`config.mk`:
```
export PLATFORM = sky130hd
export DESIGN_NAME = axi_req_arbiter
export DESIGN_NICKNAME = d
export VERILOG_FILES = /design/src/rtl/axi_arb_pkg.sv /design/src/rtl/rr_arbiter2.sv /design/src/rtl/axi_req_arbiter.sv
export SDC_FILE = /design/constraint.sdc
export NUM_CORES = 1
export LEC_CHECK = 0
export BUFFER_PORTS_ARGS = -buffer_cell sky130_fd_sc_hd__buf_2
export CAP_MARGIN = 10
export CORE_MARGIN = 8
export CORE_UTILIZATION = 24
export DETAILED_ROUTE_END_ITERATION = 8
export GPL_ROUTABILITY_DRIVEN = 0
export PLACE_DENSITY = 0.53
export SLEW_MARGIN = 20
export SYNTH_ARGS = -nofsm -noshare
export SYNTH_HDL_FRONTEND = slang
export SYNTH_HIERARCHICAL = 1
export SYNTH_SLANG_ARGS = --single-unit
```
`constraint.sdc`:
```
create_clock -name clk -period 1.6 [get_ports clk]
set_input_delay 0.08 -clock clk [delete_from_list [all_inputs] [get_ports clk]]
set_output_delay 0.08 -clock clk [all_outputs]
set_load 0.01 [all_outputs]
```
`src/rtl/axi_arb_pkg.sv`:
```
// Shared types and constants for the two-port AXI request arbiter.
// Requester 0 is the I-cache refill, requester 1 the D-cache refill/write-back.
package axi_arb_pkg;

    typedef enum logic [1:0] {
        IDLE = 2'd0,
        BUSY = 2'd1,
        RESP = 2'd2
    } arb_state_e;

    localparam int unsigned N_REQ      = 2;
    localparam int unsigned REQ_ICACHE = 0;
    localparam int unsigned REQ_DCACHE = 1;

endpackage

```
`src/rtl/rr_arbiter2.sv`:
```
// Two-input round-robin picker. The last-grant register moves only when update
// is asserted together with a valid pick.
module rr_arbiter2
    import axi_arb_pkg::*;
(
    input  logic             clk,
    input  logic             rst,
    input  logic [N_REQ-1:0] req,
    input  logic             update,
    output logic             gnt_id,
    output logic             gnt_valid
);

    logic last_q, last_d;

    always_comb begin
        gnt_valid = |req;
        // On contention the requester not granted last wins; otherwise the lone requester.
        if (req[REQ_ICACHE] && req[REQ_DCACHE]) begin
            gnt_id = ~last_q;
        end else begin
            gnt_id = req[REQ_DCACHE];
        end
        last_d = last_q;
        if (update && gnt_valid) begin
            last_d = gnt_id;
        end
    end

    // Reset to "last granted = 1" so requester 0 holds priority out of reset.
    always_ff @(posedge clk or negedge rst) begin
        if (!rst) begin
            last_q <= 1'b1;
        end else begin
            last_q <= last_d;
        end
    end

endmodule

```
`src/rtl/axi_req_arbiter.sv`:
```
// Shares one AXI controller between the I-cache and D-cache requesters, one
// transaction at a time, with registered request, ack and read-data outputs.
module axi_req_arbiter
    import axi_arb_pkg::*;
#(
    parameter int unsigned ADDR_W = 32,
    parameter int unsigned DATA_W = 32
) (
    input  logic                    clk,
    input  logic                    rst,
    input  logic [N_REQ-1:0]        req_valid,
    input  logic [N_REQ-1:0]        req_we,
    input  logic [N_REQ*ADDR_W-1:0] req_addr,
    input  logic [N_REQ*DATA_W-1:0] req_wdata,
    output logic [N_REQ-1:0]        req_ack,
    output logic [DATA_W-1:0]       req_rdata,
    output logic                    w_req,
    output logic                    r_req,
    output logic [ADDR_W-1:0]       mem_addr,
    output logic [DATA_W-1:0]       mem_wdata,
    input  logic [DATA_W-1:0]       mem_rdata,
    input  logic                    ack,
    output logic                    busy,
    output logic                    grant_id
);

    arb_state_e        state_q, state_d;
    logic              dir_q, dir_d;
    logic              w_req_q, w_req_d;
    logic              r_req_q, r_req_d;
    logic              busy_q, busy_d;
    logic              grant_q, grant_d;
    logic [N_REQ-1:0]  ack_q, ack_d;
    logic [ADDR_W-1:0] addr_q, addr_d;
    logic [DATA_W-1:0] wdata_q, wdata_d;
    logic [DATA_W-1:0] rdata_q, rdata_d;

    logic              gnt_id, gnt_valid, arb_update;
    logic [ADDR_W-1:0] sel_addr;
    logic [DATA_W-1:0] sel_wdata;
    logic              sel_we;

    rr_arbiter2 u_rr (
        .clk       (clk),
        .rst       (rst),
        .req       (req_valid),
        .update    (arb_update),
        .gnt_id    (gnt_id),
        .gnt_valid (gnt_valid)
    );

    always_comb begin
        sel_addr  = gnt_id ? req_addr[2*ADDR_W-1:ADDR_W]   : req_addr[ADDR_W-1:0];
        sel_wdata = gnt_id ? req_wdata[2*DATA_W-1:DATA_W] : req_wdata[DATA_W-1:0];
        sel_we    = req_we[gnt_id];
    end

    always_comb begin
        state_d    = state_q;
        dir_d      = dir_q;
        grant_d    = grant_q;
        addr_d     = addr_q;
        wdata_d    = wdata_q;
        rdata_d    = rdata_q;
        ack_d      = '0;
        arb_update = 1'b0;

        unique case (state_q)
            IDLE: begin
                if (gnt_valid) begin
                    arb_update = 1'b1;
                    state_d    = BUSY;
                    dir_d      = sel_we;
                    grant_d    = gnt_id;
                    addr_d     = sel_addr;
                    wdata_d    = sel_wdata;
                end
            end
            BUSY: begin
                if (ack) begin
                    state_d         = RESP;
                    rdata_d         = mem_rdata;
                    ack_d[grant_q]  = 1'b1;
                end
            end
            RESP:    state_d = IDLE;
            default: state_d = IDLE;
        endcase

        // Request lines are a pure function of the next state so they can never overlap.
        w_req_d = (state_d == BUSY) &&  dir_d;
        r_req_d = (state_d == BUSY) && !dir_d;
        busy_d  = (state_d != IDLE);
    end

    always_ff @(posedge clk or negedge rst) begin
        if (!rst) begin
            state_q <= IDLE;
            dir_q   <= 1'b0;
            w_req_q <= 1'b0;
            r_req_q <= 1'b0;
            busy_q  <= 1'b0;
            grant_q <= 1'b0;
            ack_q   <= '0;
            addr_q  <= '0;
            wdata_q <= '0;
            rdata_q <= '0;
        end else begin
            state_q <= state_d;
            dir_q   <= dir_d;
            w_req_q <= w_req_d;
            r_req_q <= r_req_d;
            busy_q  <= busy_d;
            grant_q <= grant_d;
            ack_q   <= ack_d;
            addr_q  <= addr_d;
            wdata_q <= wdata_d;
            rdata_q <= rdata_d;
        end
    end

    assign req_ack   = ack_q;
    assign req_rdata = rdata_q;
    assign w_req     = w_req_q;
    assign r_req     = r_req_q;
    assign mem_addr  = addr_q;
    assign mem_wdata = wdata_q;
    assign busy      = busy_q;
    assign grant_id  = grant_q;

endmodule

```
==> flow_summary.yaml, run 1 <==
outcome:
  violations: "setup timing"
  outcome: "finished, violations left"
clock_tree:
  cts_tree: "yes"
  cts.sinks: 106
  clock_latency_ps: 350
  cts-htree-levels: 3
  cts_buffers: 9
  cts.clk_slew.worst_paths_ps: 70
  cts_root_buf: "clkbuf_16"
  clk_path_buf_depth: 2
routing:
  vias: 3616
  drc: 0
  wl_per_cell_um: 16.40
  drtPass1Iterations: 4
  vias_per_cell: 4.086
  wl_um: 14520
  ant_nets: 0
  drtIter0Drc: 94
synthesis:
  syn_nets: 473
  synth.distinct_cells: 19
  synth.area.top_cells: "dfrtp_1, mux2_2, buf_6, buf_2, dfstp_2"
  synth_area_per_cell_um2: 15.55
  ys_warn_count: 6
  synth_top_area_cell: "dfrtp_1"
  ys_ff_latch: 106
  syn_inst: 306
  synth_seq_area_share_pct: 55.77
  yosysTopAreaCellShare_pct: 55.22
  syn_area_mm2: 0.004758
hold_path:
  hold_path_depth: 3
  min_path_type: "input port to register"
sta:
  period_minus_slack_ps: 1617
  slew_violations: 0
  finalCritPeriodShare_pct: 101.1
  slew_headroom_pct: 62.03
  rsz0062_at_grt: "true"
  skew_ps: 11.28
  worst_slew_pin_slew_ps: 569.6
  hold_violations: 0
  setup_violations: 5
  setup_ws_ps: -17.09
  fmax_ghz: 0.6184
global_routing:
  antenna_found_initial: 0
  grt_start_max_net_pins: 107
  track_usage_pct: 11.23
  grt_overflow_total: 0
  grt_pass1_wl_um: 21550
  grt_pass1_vias: 4018
job:
  maxCapViolCount: 0
floorplanning:
  die_x_um: 156.8
  core_mm2: 0.01946
  rows: 51
  fp.dieArea_mm2: 0.02459
  num_io_pins: 269
  fp.dieH_um: 156.8
  initial_core_util_pct: 24.45
placement:
  dp_hpwl_um: 10400
  placed_area_mm2: 0.006432
  io_buffers: 268
  pre_cts_ws_ps: -32.90
setup_path:
  crit_fanout: 12
  worstSetupStartpointType: "register"
  required_ps: 1840
  critPathCaptureType: "register"
  critical_path_arrival_ps: 1850
  worst_r2r_path_depth: 5
  path_class: "register to register"
power_and_ir_drop:
  ir_worst_vdd_mv: 0.7219
  total_power_mw: 12.46
  p_per_area_mw_per_mm2: 1728
  p_leak_nw: 3.419
cells_and_area:
  fillers: 1893
  drive_above_1_share_pct: 75.16
  design_area_mm2: 0.007209
  area_delta_synth_final_pct: 51.51
  final_nets: 782
  antennaDiodeCount: 0
sequential cells by signal, indices dropped and copies added, names as in the netlist:
register and cells:
busy 1, dir_q 1, grant_id 1, mem_addr 32, mem_wdata 32, r_req 1, req_ack 2, req_rdata 32
state_q 2, u_rr/last_q 1, w_req 1
cell type report:
class | instances | area, um2 | share of cell area [%]
clock buffer | 11 | 252.7 | 3.506
tap | 265 | 331.6 | 4.599
inverter | 2 | 7.507 | 0.1041
sequential | 106 | 2654 | 36.81
multi-input combinational | 180 | 1969 | 27.32
clock inverter | 5 | 45.04 | 0.6248
timing repair buffer | 316 | 1949 | 27.04
cell usage after synthesis:
master      n
mux2_2    163
dfrtp_1   105
buf_6       8
buf_2       6
nor2_1      5
a21oi_1     2
buf_4       2
clkbuf_1    2
inv_1       2
nand2b_1    2
a21boi_0    1
a31oi_1     1
a32o_1      1
dfstp_2     1
nand3b_2    1
nor3b_4     1
o31ai_1     1
or2_1       1
or4b_2      1
critical path, cell delays in order, from the launching register on:
cell	delay, ps
dfstp_2	560
a21boi_4	60
buf_12	150
buf_16	160
mux2_2	310
mux2_2	270
path summary, 6_finish.rpt:
check	start	to	slack, ps
min in group asynchronous	rst	mem_addr[6]	330
setup / recovery	u_rr/last_q	dir_q	-20
hold reg to reg	grant_id	req_ack[0]	460
max in group asynchronous	rst	u_rr/last_q	840
hold / removal	req_valid[1]	u_rr/last_q	20
setup reg to reg	u_rr/last_q	dir_q	-20
cells in the final DEF, fill, tap and decap left out, types with 2 or more instances in the layout:
cell type	n
dfrtp_1	105
nor2_1	5
clkbuf_8	2
a21oi_1	2
buf_12	5
clkbuf_16	10
nand2b_1	2
buf_16	4
inv_1	2
dlygate4sd3_1	34
buf_2	267
mux2_2	162
buf_4	5
clkinv_4	2
report_power, final:
| part | switching [mW] | internal, mW | total, mW |
|---|---|---|---|
| registers | 0.671 | 4.05 | 4.72 |
| logic | 2.50 | 3.03 | 5.53 |
| clock network | 1.04 | 1.16 | 2.20 |
through the flow:
| stage | instances | setup TNS, ps | hold WS (ps) | util (%) |
|---|---|---|---|---|
| finish | 885 | -38.86 | 19.76 | 37.04 |
| global route | 885 | -1633 | 43.73 | 37.04 |
| CTS | 883 | -182.5 | 3.521 | 36.82 |
| detailed placement | 830 | -509.9 | 197.9 | 33.05 |
| global placement | 830 | -12.41 | 195.6 | 33.05 |
| floorplan | 306 | -731.5 | -215.6 | - |
kinds of logic after synthesis:
| family | synth area share (%) |
|---|---|
| mux | 38.57 |
| buf+inv | 3.156 |
| flops | 55.77 |
| compound gates | 0.8680 |
| simple gates | 1.630 |
layer usage:
layer	GRT usage (%)	share of wire, %	vias to the layer above
met2	19.62	50	165
li1	-	-	1721
met3	5.792	12	10
met4	3.295	1.1	0
met5	0	0	-
met1	11.52	37	1720
timing repair:
item                       CTS  global route
setup endpoints to repair   50            60
pin swaps                    1             0
hold endpoints to repair   138             0
gates cloned                 2             1
resized for setup            6             2
buffers inserted             1             1
hold buffers                34             0
Power figures use the tool's default switching activity.
==> inputs of run 2 (changes only) <==
--- a/config.mk
+++ b/config.mk
@@ -5,13 +5,14 @@
 export SDC_FILE = /design/constraint.sdc
 export NUM_CORES = 1
 export LEC_CHECK = 0
+export ABC_AREA = 1
 export BUFFER_PORTS_ARGS = -buffer_cell sky130_fd_sc_hd__buf_2
 export CAP_MARGIN = 10
 export CORE_MARGIN = 8
 export CORE_UTILIZATION = 24
 export DETAILED_ROUTE_END_ITERATION = 8
 export GPL_ROUTABILITY_DRIVEN = 0
-export PLACE_DENSITY = 0.53
+export PLACE_DENSITY = 0.52
 export SLEW_MARGIN = 20
 export SYNTH_ARGS = -nofsm -noshare
 export SYNTH_HDL_FRONTEND = slang
==> run 2 against run 1 <==
  * The flow now finishes without violations
  * Synthesized cell count up 120%
  * Flip-flop and latch count unchanged
  * Wire length up 20%
  * Sequential power down 3%
  * Count of clock-buffer cells in the layout down 2
  * Fmax up 12%
  * Critical endpoint is now mem_addr[9]
==> flow_summary.yaml, run 2 <==
synthesis:
  synth_mux_area_share_pct: 0
  synth_top_family_by_area: "simple AND/OR/NAND/NOR gates"
  synthFlopType: "dfrtp_1"
  yosysTopAreaCellShare_pct: 54.45
  yosysMostFrequentCell: "nand2_1"
  ys_ff_latch: 106
  synth_seq_area_share_pct: 54.99
  synth_common_cells: "nand2_1, dfrtp_1, buf_2"
  syn_nets: 830
  syn_inst: 663
  async_reset_ff_share_pct: 100.0
  synth-simple-area-share_pct: 40.26
  synth_edf_count: 0
  synth.distinct_cells: 18
  syn_area_mm2: 0.004826
  synth_compound_area_share_pct: 0.2074
  synth_top_area_cell: "dfrtp_1"
  synth_xor_area_share_pct: 0
  synth.area.top_cells: "dfrtp_1, nand2_1, buf_4, buf_2, clkbuf_1"
  ys_warn_count: 6
  post_synth_fa_ha_maj_area_fraction_pct: 0
  synth_area_per_cell_um2: 7.279
sta:
  setup_violations: 0
  hold_violations: 0
  period_minus_slack_ps: 1450
  fin_worst_hold_slack_ps: 12.55
  tns_ps: 0
  skew_ps: 11.15
  rsz0062_at_grt: "false"
  finalCritPeriodShare_pct: 90.62
  worst_slew_pin_slew_ps: 478.3
  slew_violations: 0
  slew_headroom_pct: 68.04
  fmax_ghz: 0.6897
setup_path:
  path_cells: "dlygate4sd3_1, buf_2, or2_1, nand2_1, nor2_4, buf_12, nand2_1, nand2_1"
  path_class: "input port to register"
  cpMaxStageDelayCell: "dlygate4sd3_1"
  max_stage_delay_ps: 540
  cp_top_family: "buffers and inverters"
  worstSetupStartpointType: "input port"
  crit_fanout: 20
  critPathBufInv: 3
  crit_top_cell: "nand2_1"
  critPathCaptureType: "register"
  critical_path_arrival_ps: 1740
  required_ps: 1890
floorplanning:
  initial_core_util_pct: 24.16
  fp.dieH_um: 157.8
  fp.dieArea_mm2: 0.02490
  num_io_pins: 269
  die_x_um: 157.8
  rows: 52
  core_mm2: 0.01997
placement:
  placed_area_mm2: 0.006525
  io_buffers: 268
  dp.cells: 1181
  dp_hpwl_um: 12430
power_and_ir_drop:
  ir_worst_vdd_mv: 0.9405
  p_leak_nw: 4.414
  p_per_area_mw_per_mm2: 1658
  total_power_mw: 12.21
cells_and_area:
  final_nets: 1139
  drive_above_1_share_pct: 31.63
  instances_no_fill: 1248
  area_delta_synth_final_pct: 52.61
  design_area_mm2: 0.007365
  final_common_cell: "nand2_1"
  layout_common_cells: "nand2_1, buf_2, dfrtp_1"
global_routing:
  track_usage_pct: 13.83
  grt_pass1_vias: 5373
  grt_start_max_net_pins: 54
  antenna_found_initial: 1
  grt_pass1_wl_um: 27290
  grt_overflow_total: 0
clock_tree:
  cts_tree: "yes"
  cts-htree-levels: 3
  cts_root_buf: "clkbuf_16"
  cts_buffers: 9
  clk_path_buf_depth: 2
  cts.clk_slew.worst_paths_ps: 80
  post_cts_buffers: 0
  clock_latency_ps: 360
  cts.sinks: 106
routing:
  wl_per_cell_um: 13.92
  drtIter0Drc: 261
  ant_nets: 0
  drc: 0
  vias: 5027
  drtPass1Iterations: 5
  wl_um: 17370
  vias_per_cell: 4.028
job:
  maxCapViolCount: 0
hold_path:
  min_path_type: "input port to register"
outcome:
  outcome: "finished clean"
[run 2: cell types whose count changed after synthesis, moves of 2 or more]
cell      delta
nand2_1    +500
mux2_2     -163
buf_4        +8
buf_6        -8
clkbuf_1     +8
buf_2        +7
inv_1        +4
inv_2        +4
a21oi_1      -2
nand2b_1     -2
nor2_2       +2
[run 2: cell type report]
cell class	instances	area [um2]
Clock buffer	9	225.2
Clock inverter	7	78.83
Fill cell	2123	12610
Tap cell	270	337.8
Inverter	10	40.04
Timing Repair Buffer	332	2067
Antenna cell	1	2.502
Multi-Input combinational cell	513	1959
Sequential cell	106	2654
[run 2: power by group]
| part | switching [mW] | internal [mW] |
|---|---|---|
| Sequential | 0.627 | 3.93 |
| Clock | 1.07 | 1.23 |
| Combinational | 3.24 | 2.11 |
| Total | 4.93 | 7.28 |
[run 2: what timing repair did]
| item | in CTS | in global routing |
|---|---|---|
| hold buffers | 49 | 0 |
| setup endpoints to repair | 0 | 9 |
| resized for setup | 0 | 5 |
| endpoints found under the hold margin | 150 | 0 |
[run 2: final timing paths]
path	start	end	slack, ps	cells past startpoint
setup / recovery	req_valid[0]	mem_addr[9]	150	8
hold / removal	req_wdata[55]	mem_wdata[23]	10	5
setup reg to reg	u_rr/last_q	mem_wdata[5]	160	8
hold reg to reg	u_rr/last_q	u_rr/last_q	470	2
max in group asynchronous	rst	u_rr/last_q	950	3
min in group asynchronous	rst	mem_wdata[22]	100	2
[run 2: cell families (layout without fill, tap and decap cells)]
group | Yosys count | in the layout
flip-flops | 106 | 106
AO/OA/AOI/OAI | 2 | 2
AND/OR/NAND/NOR | 511 | 511
other | 0 | 1
buffers and inverters | 44 | 358
[run 2: stage by stage]
stage	worst slack, ps	utilization (%)
finish	150.0	36.87
global route	1.703	36.86
CTS	55.41	36.65
detailed placement	109.9	32.67
global placement	143.8	32.67
floorplan	208.1	-
[run 2: worst register-to-register path, cell delays in order (launching register included)]
cell and delay, ps:
dfstp_2 530, nand2_1 60, and2_2 200, inv_4 130
clkbuf_16 220, nand2_1 70, nand2_1 60, nand2_1 50
nand2_1 50
[run 2: layer usage]
layer	track usage, %	vias up	wire (um)	share of wire [%]
li1	-	2589	-	-
met2	23.37	184	8230	47
met4	5.349	2	359	2.1
met3	4.914	25	1668	9.6
met1	15.72	2227	7096	41
met5	0	-	13	0.075
